## src/rtl/selectable_input4_pkg.sv

```systemverilog
// selectable_input4_pkg: shared types, constants and select decoding for the 1:4 routing demux
package selectable_input4_pkg;
  typedef enum logic [1:0] {PARKED, DEAD, ROUTE} state_t;
  localparam int NCH = 4;
  localparam int SEL_W = 6;
  localparam logic [SEL_W-1:0] SEL_PARK = 6'd63;
  function automatic logic [NCH-1:0] onehot(input logic [SEL_W-1:0] s);
    return (s < SEL_W'(NCH)) ? ({{(NCH-1){1'b0}}, 1'b1} << s[1:0]) : '0;
  endfunction
endpackage

```

## src/rtl/selectable_input4_if.sv

```systemverilog
// selectable_input4_if: source/select bus and the four channel outputs of the demux
//   master: drives sel, dead, in; observes out0..out3, active, busy
//   slave:  the demux itself
interface selectable_input4_if #(parameter int W = 16, parameter int DEAD_W = 8);
  import selectable_input4_pkg::*;
  logic [SEL_W-1:0] sel;
  logic [DEAD_W-1:0] dead;
  logic signed [W-1:0] in;
  logic signed [W-1:0] out0;
  logic signed [W-1:0] out1;
  logic signed [W-1:0] out2;
  logic signed [W-1:0] out3;
  logic [NCH-1:0] active;
  logic busy;
  modport master (output sel, dead, in, input out0, out1, out2, out3, active, busy);
  modport slave (input sel, dead, in, output out0, out1, out2, out3, active, busy);
endinterface

```

## src/rtl/selectable_input4_dead_time_counter.sv

```systemverilog
// dead_time_counter: loadable down-counter that stops at zero
//   load/val: reload the count; dec: step down (ignored at zero); zero: count is 0
module dead_time_counter #(parameter int DEAD_W = 8) (
  input  logic clk,
  input  logic rst,
  input  logic load,
  input  logic dec,
  input  logic [DEAD_W-1:0] val,
  output logic zero
);
  logic [DEAD_W-1:0] cnt;
  assign zero = cnt == '0;
  always_ff @(posedge clk or posedge rst)
    if (rst) cnt <= '0;
    else if (load) cnt <= val;
    else if (dec && !zero) cnt <= cnt - 1'b1;
endmodule

```

## src/rtl/selectable_input4.sv

```systemverilog
// selectable_input4: break-before-make 1:4 demux of a signed source onto registered hold-last-value channels
//   clk/rst: clock, async active-high reset
//   bus: sel/dead/in from the source side, out0..out3/active/busy towards the channels
module selectable_input4
  import selectable_input4_pkg::*;
#(parameter int W = 16, parameter int DEAD_W = 8) (
  input logic clk,
  input logic rst,
  selectable_input4_if.slave bus
);
  state_t state, nxt;
  logic [SEL_W-1:0] sel_q, cur, cur_nxt;
  logic signed [W-1:0] outs [NCH];
  logic [NCH-1:0] active_q;
  logic busy_q, sel_ok, same, load, dec, zero, wr;
  dead_time_counter #(.DEAD_W(DEAD_W)) u_cnt (
    .clk(clk), .rst(rst), .load(load), .dec(dec), .val(bus.dead), .zero(zero)
  );
  assign sel_ok = sel_q < SEL_W'(NCH);
  assign same = sel_q == cur;
  assign wr = state == ROUTE && sel_ok && same;
  always_comb begin
    nxt = state;
    cur_nxt = cur;
    load = 1'b0;
    dec = 1'b0;
    unique case (state)
      PARKED:
        if (sel_ok) begin
          nxt = DEAD;
          cur_nxt = sel_q;
          load = 1'b1;
        end
      DEAD:
        if (!sel_ok) nxt = PARKED;
        else if (!same) begin
          cur_nxt = sel_q;
          load = 1'b1;
        end
        else if (zero) nxt = ROUTE;
        else dec = 1'b1;
      ROUTE:
        if (!sel_ok) nxt = PARKED;
        else if (!same) begin
          nxt = DEAD;
          cur_nxt = sel_q;
          load = 1'b1;
        end
      default: nxt = PARKED;
    endcase
  end
  always_ff @(posedge clk or posedge rst)
    if (rst) begin
      state <= PARKED;
      sel_q <= SEL_PARK;
      cur <= SEL_PARK;
      active_q <= '0;
      busy_q <= 1'b0;
      for (int i = 0; i < NCH; i++) outs[i] <= '0;
    end else begin
      state <= nxt;
      sel_q <= bus.sel;
      cur <= cur_nxt;
      busy_q <= nxt == DEAD;
      active_q <= nxt == ROUTE ? onehot(cur_nxt) : '0;
      if (wr) outs[cur[1:0]] <= bus.in;
    end
  assign bus.out0 = outs[0];
  assign bus.out1 = outs[1];
  assign bus.out2 = outs[2];
  assign bus.out3 = outs[3];
  assign bus.active = active_q;
  assign bus.busy = busy_q;
endmodule

```

## src/flat_wrapper.sv

```systemverilog
// flat-port wrapper written by rule: the top's interface ports become plain ports
module selectable_input4_flat import selectable_input4_pkg::*;
#(parameter int W = 16, parameter int DEAD_W = 8)
  (clk, rst, bus_sel, bus_dead, bus_in, bus_out0, bus_out1, bus_out2, bus_out3, bus_active, bus_busy);
  selectable_input4_if #(.W(W), .DEAD_W(DEAD_W)) bus_i ();
  input logic clk;
  input logic rst;
  input wire logic [$bits(bus_i.sel)-1:0] bus_sel;
  input wire logic [$bits(bus_i.dead)-1:0] bus_dead;
  input wire logic [$bits(bus_i.in)-1:0] bus_in;
  output wire logic [$bits(bus_i.out0)-1:0] bus_out0;
  output wire logic [$bits(bus_i.out1)-1:0] bus_out1;
  output wire logic [$bits(bus_i.out2)-1:0] bus_out2;
  output wire logic [$bits(bus_i.out3)-1:0] bus_out3;
  output wire logic [$bits(bus_i.active)-1:0] bus_active;
  output wire logic [$bits(bus_i.busy)-1:0] bus_busy;
  assign bus_i.sel = bus_sel;
  assign bus_i.dead = bus_dead;
  assign bus_i.in = bus_in;
  assign bus_out0 = bus_i.out0;
  assign bus_out1 = bus_i.out1;
  assign bus_out2 = bus_i.out2;
  assign bus_out3 = bus_i.out3;
  assign bus_active = bus_i.active;
  assign bus_busy = bus_i.busy;
  selectable_input4 #(.W(W), .DEAD_W(DEAD_W)) u_core (.clk(clk), .rst(rst), .bus(bus_i));
endmodule
```

## config.mk

```make
export PLATFORM = sky130hd
export DESIGN_NAME = selectable_input4_flat
export DESIGN_NICKNAME = d
export VERILOG_FILES = /design/src/rtl/selectable_input4_pkg.sv /design/src/rtl/selectable_input4_if.sv /design/src/rtl/selectable_input4_dead_time_counter.sv /design/src/rtl/selectable_input4.sv /design/src/flat_wrapper.sv
export SDC_FILE = /design/constraint.sdc
export NUM_CORES = 1
export LEC_CHECK = 0
export CAP_MARGIN = 20
export CORE_MARGIN = 2
export CORE_UTILIZATION = 40
export CTS_CLUSTER_DIAMETER = 150
export DETAILED_ROUTE_END_ITERATION = 8
export GPL_ROUTABILITY_DRIVEN = 0
export MAX_ROUTING_LAYER = met4
export PLACE_DENSITY = 0.8
export SLEW_MARGIN = 0
export SYNTH_ARGS = -nofsm -noshare
export SYNTH_HDL_FRONTEND = slang
export SYNTH_SLANG_ARGS = --single-unit
export TNS_END_PERCENT = 20
```

## constraint.sdc

```tcl
create_clock -name clk -period 6.7 [get_ports clk]
set_clock_uncertainty 0.05 [all_clocks]
set_input_delay 1.34 -clock clk [delete_from_list [all_inputs] [get_ports clk]]
set_output_delay 1.34 -clock clk [all_outputs]
set_load 0.1 [all_outputs]
```

; Yosys cells after proc, flatten, opt, wreduce, memory -nomap -nowiden
; Cells that the tools add are included.
[classes]
addsub = 1
magnitude_cmp = 4
n_eq_ne = 5
shift = 1
n_mux = 26
bitwise = 1
n_reduce_logical = 9
[ops]
columns = operator, count
row1 = $bwmux W64, 1
row2 = $demux W16 S2, 1
row3 = $mux W6, 3
row4 = $mux W16, 1
row5 = $mux W8, 2
row6 = $lt A6 B3 Y1 const B, 2
row7 = $mux W2, 6
row8 = $pmux W6 S2, 1
row9 = $logic_not A8 Y1, 1
row10 = $mux W4, 2
row11 = $sub A8 B1 Y8 const B, 1
row12 = $mux W1, 7
row13 = $eq A6 B6 Y1, 1
row14 = $pmux W2 S3, 1
row15 = $eq A2 B1 Y1 const B, 2
row16 = $eq A2 B2 Y1 const B, 2
row17 = $logic_and A1 B1 Y1, 4
row18 = $shl A1 B2 Y4 const A, 1
row19 = $ge A3 B3 Y1 const B, 1
row20 = $lt A3 B1 Y1 const B, 1
row21 = $not A2 Y3, 1
row22 = $logic_not A2 Y1, 1
row23 = $pmux W1 S2, 1
row24 = $reduce_bool A2 Y1, 1
row25 = other kinds (2), 2
[totals]
regBits = 91
in_bits = 32
out_inout_bits = 69
word_cells = 57

; Logic depth before layout (Yosys ltp)
; Gate-level depths: netlist (run 1).
[logic_depth]
word_depth = 8
ltp_mapped = 8
ltp_nobuf = 8

; Cells and area by module
; From an unflattened synthesis (run 1), not the netlist that was laid out.
[hier_totals]
hier_cells = 277
area_unflattened_um2 = 4025.1
[modules_own_cells]
columns = mod, n_inst, cells_each, area_each_um2
row1 = selectable_input4, 1, 213, 3475.8
row2 = dead_time_counter, 1, 64, 549.3

; Worst setup path after synthesis (run 1)
; No wires, ideal clock.
[synth_path]
kind = register -> register
startpoint = reg u_core.cur[1]
endpoint = reg u_core.outs, in the netlist u_core.bus.out1[0]
setup_ns = 0.125
arrival_ns = 2.256
setup_slack_ns = 4.268
path_stages_with_launch = 8
path_buffers = 2
cell_sequence = dfstp_2 > buf_6 > xor2_2 > nor4_4 > nand3_4 > nor3b_4 > buf_6 > mux2_2
[synth_between]
elab_chain_len = 6
elab_cells_between_ends = 9
cone_classes = order compare: 2 / eq/ne: 1 / mux: 3 / bitwise: 1 / reduce/logical: 2
[synth_lines]
columns = element, line_no
row1 = from (decl), selectable_input4.sv:12  ; logic [SEL_W-1:0] sel_q, cur, cur_nxt;
row2 = from (signal assigned), selectable_input4.sv:63  ; cur <= cur_nxt;
row3 = $not A2 Y3 (not written as such), selectable_input4.sv:66  ; if (wr) outs[cur[1:0]] <= bus.in;
row4 = $ge A3 B3 Y1 (not written as such) / $lt A3 B1 Y1 (equally long branches), selectable_input4.sv:66
row5 = $logic_and A1 B1 Y1 (not written as such), selectable_input4.sv:66
row6 = $mux W16 (not written as such), selectable_input4.sv:66
row7 = $demux W16 S2, selectable_input4.sv:66
row8 = $bwmux W64, selectable_input4.sv:66
row9 = "to (signal, indexed assignment)", selectable_input4.sv:66
row10 = to (decl), selectable_input4.sv:13  ; logic signed [W-1:0] outs [NCH];
; Several ways; a longest one is shown, not always the timed one.
; A chain may end at the register's enable or synchronous reset.

; Worst setup path after layout (run 1)
[layout_path]
startpoint = reg u_core.outs, in the netlist u_core.bus.out0[14]
endpoint = out bus_out0[14]
[layout_lines]
columns = element, line_no
row1 = to (decl), flat_wrapper.sv:11  ; output wire logic [$bits(bus_i.out0)-1:0] bus_out0;
; No word-level cell between the ends.

==> flow_metrics.env, run 1 <==
export IMPL_placed_cells=491
export IMPL_fin_util_pct=55.2
export IMPL_setup_viol=0
export IMPL_hp_start="u_core.bus.out1[15]$_DFFE_PP0P_"
export IMPL_ys_top_cells_by_count="dfrtp_1, mux2_2, nor2_1, dfstp_2, a21oi_1"
export IMPL_syn_to_final_growth_pct=32.6
export IMPL_synth_top_cell_area_share_pct=50.9
export IMPL_cp_start_kind="flop"
export IMPL_ctsHoldBuffers=0
export IMPL_vias_per_cell=4.91
export IMPL_firstDrtPassIters=4
export IMPL_ys_ff_latch=91
export IMPL_vdd_drop_max_uv=89.3
export IMPL_synth_area_mm2=0.00389
export IMPL_grt_max_degree=59
export IMPL_synth_edf_count=0
export IMPL_clock_path_buffers=2
export IMPL_synthTopCellsByArea="dfrtp_1, mux2_2, dfstp_2"
export IMPL_finalPower_mw=1.23
export IMPL_clock_latency_ns=0.36
export IMPL_dpl_hpwl_um=5890
export IMPL_crit_required_ns=5.31
export IMPL_cts_clk_slew_worst_paths_ns=0.09
export IMPL_rr_startpoint="u_core.cur[1]$_DFF_PP1_"
export IMPL_crit_type="reg2out"
export IMPL_min_path_type="reg2reg"
export IMPL_synthArstFlopShare_pct=100
export IMPL_slew_headroom_pct=31.8
export IMPL_cts_made_buffers=9
export IMPL_critPathCaptureType="output pin"
export IMPL_grt_pass1_vias=2602
export IMPL_yosysMostFrequentCell="dfrtp_1"
export IMPL_die_y_um=103
export IMPL_drc=0
export IMPL_vias=2483
export IMPL_drive_gt1_share_pct=28.4
export IMPL_final_cells=506
export IMPL_fmax_mhz=305
export IMPL_synth_cell_type_count=47
export IMPL_antenna_found_initial=0
export IMPL_finalHoldViolations=0
export IMPL_drv_cap=0
export IMPL_whs_endpoint="u_core.bus.out1[15]$_DFFE_PP0P_"
export IMPL_r2r_cells=5
export IMPL_critPathTopFamily="buffers and inverters"
export IMPL_antennaDiodeCount=0
export IMPL_crit_buf_inv=1
export IMPL_powerDensity_mw_per_mm2=239
export IMPL_grt_pass1_wl_um=13300
export IMPL_synth_ff_type="dfrtp_1"
export IMPL_r2r_slack_ns=3.79
export IMPL_cts_tree="built"
export IMPL_die_w_um=103
export IMPL_drt_iter0_markers=66
export IMPL_final_nets=410
export IMPL_clockRootBuffer="clkbuf_8"
export IMPL_tightest_slew_ns=1.02
export IMPL_wl_per_cell_um=16.3
export IMPL_leakagePower_nw=2.23
export IMPL_syn_avg_cell_area_um2=14.5
export IMPL_rsz0062_at_grt="false"
export IMPL_slew_violations=0
export IMPL_period_needed_ns=3.28
export IMPL_numClockSinks=91
export IMPL_num_rows=35
export IMPL_portBuffers=100
export IMPL_yosys_warnings=0
export IMPL_cpPeakStageDelay_ns=1.17
export IMPL_path_cells="clkdlybuf4s50_1"
export IMPL_min_path_cells=1
export IMPL_seq_area_frac_synth_pct=59.0
export IMPL_post_route_period_util_pct=49.0
export IMPL_cts_resized=0
export IMPL_core_mm2=0.00933
export IMPL_fillers=776
export IMPL_final_setup_tns_ns=0
export IMPL_synthCells=268
export IMPL_track_usage_pct=17.1
export IMPL_ant_nets=0
export IMPL_io_pins=101
export IMPL_crit_path_max_fanout=2
export IMPL_cts_htree_levels=3
export IMPL_synth_area_leader_cell="dfrtp_1"
export IMPL_gr_total_overflow=0
export IMPL_dieArea_mm2=0.0105
export IMPL_initial_core_util_pct=41.7
export IMPL_postCtsSetupBuffers=0
export IMPL_slowest_stage="clkdlybuf4s50_1"
export IMPL_outcome="finished clean"
export IMPL_cp_arrival_ns=1.89
export IMPL_r2r_end="u_core.bus.out1[0]$_DFFE_PP0P_"
export IMPL_drt_wl_total_um=8270
export IMPL_syn_nets=305
[state kept, by name, summed over array words and instances (netlist names)]
signal,flops
u_core.bus.active,4
u_core.u_cnt.cnt,8
u_core.bus.out0,16
u_core.bus.out3,16
u_core.cur,6
u_core.bus.out1,16
u_core.state,2
u_core.sel_q,6
u_core.bus.out2,16
u_core.bus.busy,1
[worst max-delay path by stage]
stage	from	to	slack, ns	cells past startpoint
2_1_floorplan	rst	u_core.bus.active[0]$_DFF_PP0_	2.97	1
3_3_place_gp	rst	u_core.bus.out0[14]$_DFFE_PP0P_	3.73	3
3_5_place_dp	rst	u_core.bus.out2[14]$_DFFE_PP0P_	3.70	3
4_1_cts	u_core.bus.out2[14]$_DFFE_PP0P_	bus_out2[14]	3.38	1
5_1_grt	u_core.bus.out1[10]$_DFFE_PP0P_	bus_out1[10]	3.35	1
6_report	u_core.bus.out0[14]$_DFFE_PP0P_	bus_out0[14]	3.42	1
[logic make-up (layout without fill, tap and decap cells)]
family          count (synthesis)  count (layout)  synth area share (%)
simple gates                   55              55                  10.0
xor+xnor                       13              13                  3.12
buf+inv                        15             124                  2.93
fa+ha+maj                       5               5                  1.61
flops                          91              91                  59.0
compound gates                 23              23                  4.25
mux                            66              66                  19.1
[metrics by stage]
step                      worst slack [ns]  cell area (µm²)  hold WS [ns]
after floorplan                       2.97             3890         0.430
after global placement                3.73             4980         0.420
after detailed placement              3.70             4980         0.435
after CTS                             3.38             5150         0.455
after global routing                  3.35             5150         0.461
final                                 3.42             5150         0.452
[cell usage in the layout, fill, tap and decap left out, drive strengths merged, types with 6 or more instances in the layout]
| cell | netlist | final |
|---|---|---|
| dfstp | 12 | 12 |
| inv | 7 | 7 |
| clkdlybuf4s50 | 0 | 100 |
| mux2 | 65 | 65 |
| dfrtp | 79 | 79 |
| a21oi | 9 | 9 |
| clkbuf | 1 | 10 |
| nor3 | 7 | 7 |
| xor2 | 6 | 6 |
| xnor2 | 7 | 7 |
| nor2 | 17 | 17 |
[final cells by class]
cell class              count  area (µm²)  share of cell area, %
inverters                   7        27.5                  0.534
clock buffers              10         138                   2.67
clock inverters             5        37.5                  0.729
repair buffers            102        1020                   19.7
flip-flops and latches     91        2290                   44.5
multi-input cells         162        1480                   28.7
well taps                 129         161                   3.13
[power breakdown]
group	total, mW	switching (mW)	internal [mW]
Combinational	0.266	0.173	0.0937
Sequential	0.629	0.0383	0.591
Clock	0.335	0.190	0.144
Total	1.23	0.401	0.829
[layer usage]
layer / vias to the layer above / share of wire [%] / global-route usage [%]
met2: 76 / 52 / 27.8
met5: - / 0 / -
met4: 0 / 2.3 / 6.77
met1: 1243 / 42 / 20.8
met3: 17 / 4.3 / 3.73
li1: 1147 / - / -
(Power assumes the default switching activity.)
==> inputs of run 2 (changes only) <==
- clock period: 6.7 -> 3.43 ns (I/O delays scaled with it)
==> flow_metrics.env, run 2 (synthesized netlist as in run 1, its figures left out) <==
export IMPL_outcome="finished clean"
export IMPL_die_w_um=103
export IMPL_mostFrequentLayoutCell="dfrtp_1"
export IMPL_drv_cap=0
export IMPL_postCtsSetupBuffers=0
export IMPL_period_needed_ns=2.62
export IMPL_comb_power_share_pct=21.2
export IMPL_track_usage_pct=16.4
export IMPL_drt_wl_total_um=8000
export IMPL_cp_arrival_ns=2.83
export IMPL_slew_headroom_pct=35.2
export IMPL_numClockSinks=91
export IMPL_post_route_period_util_pct=76.4
export IMPL_powerDensity_mw_per_mm2=479
export IMPL_cts_tree="built"
export IMPL_top_layer="met4"
export IMPL_vias_per_cell=4.88
export IMPL_num_rows=35
export IMPL_slew_violations=0
export IMPL_cts_made_buffers=9
export IMPL_critPathCaptureType="flop"
export IMPL_vdd_drop_max_uv=232
export IMPL_switching_power_uw=809
export IMPL_io_pins=101
export IMPL_setup_viol=0
export IMPL_swShare_pct=33.4
export IMPL_drc=0
export IMPL_cts_htree_levels=3
export IMPL_slowest_stage="dfstp_2"
export IMPL_min_path_type="reg2reg"
export IMPL_antennaDiodeCount=0
export IMPL_finalHoldViolations=0
export IMPL_multiInputGateArea_mm2=0.00148
export IMPL_wl_per_cell_um=15.7
export IMPL_power_frac_seq_pct=50.8
export IMPL_final_nets=412
export IMPL_clock_latency_ns=0.37
export IMPL_drive_gt1_share_pct=42.4
export IMPL_clkPwrFrac_pct=28.0
export IMPL_vias=2485
export IMPL_final_cell_mix="dfrtp_1, mux2_2, buf_4"
export IMPL_die_y_um=103
export IMPL_wl_met3_um=378
export IMPL_cts_resized=0
export IMPL_routed_wl_met2_um=4030
export IMPL_cpPeakStageDelay_ns=0.71
export IMPL_cts_clk_slew_worst_paths_ns=0.09
export IMPL_antenna_found_initial=0
export IMPL_tightest_slew_ns=0.969
export IMPL_clock_path_buffers=2
export IMPL_gr_total_overflow=0
export IMPL_fillers=808
export IMPL_clockRootBuffer="clkbuf_8"
export IMPL_finalPower_mw=2.42
export IMPL_crit_path_max_fanout=16
export IMPL_ant_nets=0
export IMPL_crit_required_ns=3.64
export IMPL_initial_core_util_pct=41.7
export IMPL_register_area_mm2=0.00229
export IMPL_ctsHoldBuffers=0
export IMPL_leakagePower_nw=2.33
export IMPL_portBuffers=100
export IMPL_firstDrtPassIters=4
export IMPL_core_mm2=0.00933
export IMPL_syn_to_final_growth_pct=30.2
export IMPL_drt_iter0_markers=75
export IMPL_dpl_hpwl_um=5770
export IMPL_power_internal_mw=1.61
export IMPL_crit_type="reg2reg"
export IMPL_grt_pass1_vias=2535
export IMPL_rsz0062_at_grt="false"
export IMPL_path_cells="xor2_2, nor4_4, nand3_4, nor3b_4, buf_4, mux2_2"
export IMPL_cp_start_kind="flop"
export IMPL_grt_max_degree=53
export IMPL_grt_pass1_wl_um=12700
export IMPL_wl_met1_um=3380
export IMPL_fmax_mhz=382
export IMPL_dieArea_mm2=0.0105
export IMPL_final_setup_tns_ns=0
-- run 2: final timing paths --
kind                                                  from                              end  slack, ns  depth (start not counted)
max                                u_core.cur[1]$_DFF_PP1_   u_core.bus.out1[3]$_DFFE_PP0P_       0.81                          6
min                        u_core.bus.out1[15]$_DFFE_PP0P_  u_core.bus.out1[15]$_DFFE_PP0P_       0.45                          1
max reg2reg                        u_core.cur[1]$_DFF_PP1_   u_core.bus.out1[3]$_DFFE_PP0P_       0.81                          6
min reg2reg                u_core.bus.out1[15]$_DFFE_PP0P_  u_core.bus.out1[15]$_DFFE_PP0P_       0.45                          1
max in group asynchronous                              rst   u_core.bus.out3[3]$_DFFE_PP0P_       1.95                          3
min in group asynchronous                              rst   u_core.bus.active[2]$_DFF_PP0_       0.67                          2
-- run 2: layout make-up --
cell class | instances | area share [%]
clock inverters | 6 | 1.11
well taps | 129 | 3.19
repair buffers | 104 | 18.1
multi-input cells | 162 | 29.3
clock buffers | 10 | 2.52
flip-flops and latches | 91 | 45.3
inverters | 7 | 0.544
-- run 2: power by group through the flow --
| stage | sequential [mW] | combinational [mW] | clock, mW |
|---|---|---|---|
| CTS | 1.23 | 0.516 | 0.706 |
| global route | 1.24 | 0.552 | 0.762 |
| detailed placement | 1.25 | 0.515 | 0 |
| floorplan | 1.39 | 0.236 | 0 |
| global placement | 1.25 | 0.507 | 0 |
| finish | 1.23 | 0.513 | 0.677 |
-- run 2: worst max-delay path, delay by kind of cell, from the launching register on --
kind                      cells  cell delay [ns]
buffers and inverters         1             0.27
xor gates and xnor gates      1             0.14
and+or+nand+nor               3             0.98
muxes                         1             0.36
DFF                           1             0.71
-- run 2: routing by layer --
metal  GRT usage [%]  vias to the layer above
met5               -                        -
met4            7.18                        0
met3            4.14                       15
met2            25.5                       82
met1            20.5                     1228
li1                -                     1160
-- run 2: metrics by stage --
stage,instance area (µm²),hold slack (ns),std cells,setup WS [ns],utilization (%)
after global placement,4870,0.421,493,0.923,52.3
after CTS,5060,0.448,509,0.783,54.2
after detailed placement,4870,0.427,493,0.799,52.3
after floorplan,3890,0.430,268,0.350,-
after global routing,5060,0.465,509,0.612,54.2
final,5060,0.448,509,0.810,54.2
==> inputs of run 3 (changes only) <==
- clock period: 3.43 -> 2.49 ns (I/O delays scaled with it)
==> flow_metrics.env, run 3 (synthesized netlist as in run 1, its figures left out) <==
export IMPL_die_w_um=103
export IMPL_drv_cap=0
export IMPL_final_setup_tns_ns=0
export IMPL_cts_clk_slew_worst_paths_ns=0.09
export IMPL_drive_gt1_share_pct=48.1
export IMPL_min_path_type="reg2reg"
export IMPL_wl_per_cell_um=16.2
export IMPL_final_cells=514
export IMPL_crit_type="reg2reg"
export IMPL_grt_pass1_wl_um=13100
export IMPL_core_mm2=0.00933
export IMPL_vdd_drop_max_uv=309
export IMPL_placed_cells=496
export IMPL_slowest_stage="or4_1"
export IMPL_finalHoldViolations=0
export IMPL_min_path_cells=1
export IMPL_cts_htree_levels=3
export IMPL_grt_max_degree=92
export IMPL_multiInputGateArea_mm2=0.00150
export IMPL_rsz0062_at_grt="false"
export IMPL_fmax_mhz=433
export IMPL_drt_iter0_markers=72
export IMPL_register_area_mm2=0.00229
export IMPL_dieArea_mm2=0.0105
export IMPL_period_needed_ns=2.31
export IMPL_hp_start="u_core.bus.out1[15]$_DFFE_PP0P_"
export IMPL_post_route_period_util_pct=92.8
export IMPL_cp_start_kind="flop"
export IMPL_drc=0
export IMPL_critPathCaptureType="flop"
export IMPL_numClockSinks=91
export IMPL_drt_wl_total_um=8350
export IMPL_cpPeakStageDelay_ns=0.60
export IMPL_r2r_slack_ns=0.18
export IMPL_vias_per_cell=4.86
export IMPL_cp_arrival_ns=2.52
export IMPL_ant_nets=0
export IMPL_slew_headroom_pct=66.8
export IMPL_setup_viol=0
export IMPL_rr_startpoint="u_core.u_cnt.cnt[3]$_DFFE_PP0P_"
export IMPL_num_rows=35
export IMPL_crit_required_ns=2.70
export IMPL_crit_path_max_fanout=5
export IMPL_r2r_end="u_core.bus.active[0]$_DFF_PP0_"
export IMPL_mostFrequentLayoutCell="dfrtp_1"
export IMPL_powerDensity_mw_per_mm2=656
export IMPL_tightest_slew_ns=0.498
export IMPL_fillers=818
export IMPL_clock_path_buffers=2
export IMPL_syn_to_final_growth_pct=31.1
export IMPL_dpl_hpwl_um=5800
export IMPL_outcome="finished clean"
export IMPL_die_y_um=103
export IMPL_clock_latency_ns=0.36
export IMPL_cts_tree="built"
export IMPL_final_cell_mix="dfrtp_1, buf_4, mux2_2"
export IMPL_whs_endpoint="u_core.bus.out1[15]$_DFFE_PP0P_"
export IMPL_slew_violations=0
export IMPL_firstDrtPassIters=4
export IMPL_final_nets=417
export IMPL_cts_made_buffers=9
export IMPL_grt_pass1_vias=2606
export IMPL_clockRootBuffer="clkbuf_8"
export IMPL_portBuffers=100
export IMPL_antennaDiodeCount=0
export IMPL_track_usage_pct=17.0
export IMPL_vias=2500
export IMPL_ctsHoldBuffers=0
export IMPL_initial_core_util_pct=41.7
export IMPL_antenna_found_initial=0
export IMPL_holdWs_ns=0.453
export IMPL_io_pins=101
export IMPL_r2r_cells=6
export IMPL_path_cells="or4_1, nor3_4, nand4_1, a221oi_4, o211ai_2, nor3_1"
export IMPL_leakagePower_nw=2.39
export IMPL_finalPower_mw=3.34
export IMPL_gr_total_overflow=0
## run 3: cell types whose count changed in the layout (fill, tap and decap cells not counted), moves of 2 or more
cell / before / now
buf_4: 55 / 75
clkdlybuf4s50_1: 48 / 31
buf_12: 1 / 3
inv_8: 2 / 0
## run 3: timing repair
action,in CTS,in global routing
setup buffers,0,2
hold endpoints to repair,0,0
endpoints found under the setup margin,0,4
resized for setup,0,4
## run 3: worst max-delay path, delay by kind of cell (launching register included)
kind / cells / cell delay (ns)
AND/OR/NAND/NOR: 4 / 1.21
AO/OA/AOI/OAI: 2 / 0.52
flip-flops: 1 / 0.43
## run 3: metrics by stage
| stage | setup slack, ns | cell area, µm² | util [%] |
|---|---|---|---|
| 2_1_floorplan | 0.0583 | 3890 | - |
| 3_3_place_gp | 0.148 | 4880 | 52.3 |
| 3_5_place_dp | 0.0962 | 4880 | 52.3 |
| 4_1_cts | 0.0706 | 5060 | 54.2 |
| 5_1_grt | 0.00890 | 5090 | 54.6 |
| 6_report | 0.180 | 5090 | 54.6 |
## run 3: final cells by class
type	instances	share of cell area (%)
Timing Repair Buffer	109	18.3
Inverter	7	0.590
Multi-Input combinational cell	162	29.5
Tap cell	129	3.17
Clock inverter	7	1.03
Clock buffer	9	2.43
Sequential cell	91	45.0
## run 3: worst max-delay path by stage
| stage | slack (ns) | endpoint | cells after the start | startpoint |
|---|---|---|---|---|
| 4_1_cts | 0.07 | u_core.bus.active[0]$_DFF_PP0_ | 6 | u_core.u_cnt.cnt[3]$_DFFE_PP0P_ |
| 3_3_place_gp | 0.15 | u_core.bus.active[3]$_DFF_PP0_ | 6 | u_core.u_cnt.cnt[3]$_DFFE_PP0P_ |
| 2_1_floorplan | 0.06 | u_core.bus.out1[0]$_DFFE_PP0P_ | 7 | u_core.cur[1]$_DFF_PP1_ |
| 6_report | 0.18 | u_core.bus.active[0]$_DFF_PP0_ | 6 | u_core.u_cnt.cnt[3]$_DFFE_PP0P_ |
| 5_1_grt | 0.009 | u_core.bus.active[0]$_DFF_PP0_ | 6 | u_core.u_cnt.cnt[3]$_DFFE_PP0P_ |
| 3_5_place_dp | 0.1 | u_core.bus.active[0]$_DFF_PP0_ | 6 | u_core.u_cnt.cnt[3]$_DFFE_PP0P_ |
## run 3: power breakdown
part           total [mW]  switching, mW  internal (mW)
Sequential           1.68         0.0893           1.59
Combinational       0.748          0.491          0.257
Clock               0.914          0.545          0.369
## run 3: per-layer routing
metal / GRT usage, % / vias to the layer above / wire (µm)
met5: - / - / 0
met2: 27.0 / 61 / 4230
met4: 6.46 / 0 / 138
li1: - / 1173 / -
met1: 20.9 / 1253 / 3590
met3: 4.34 / 13 / 394
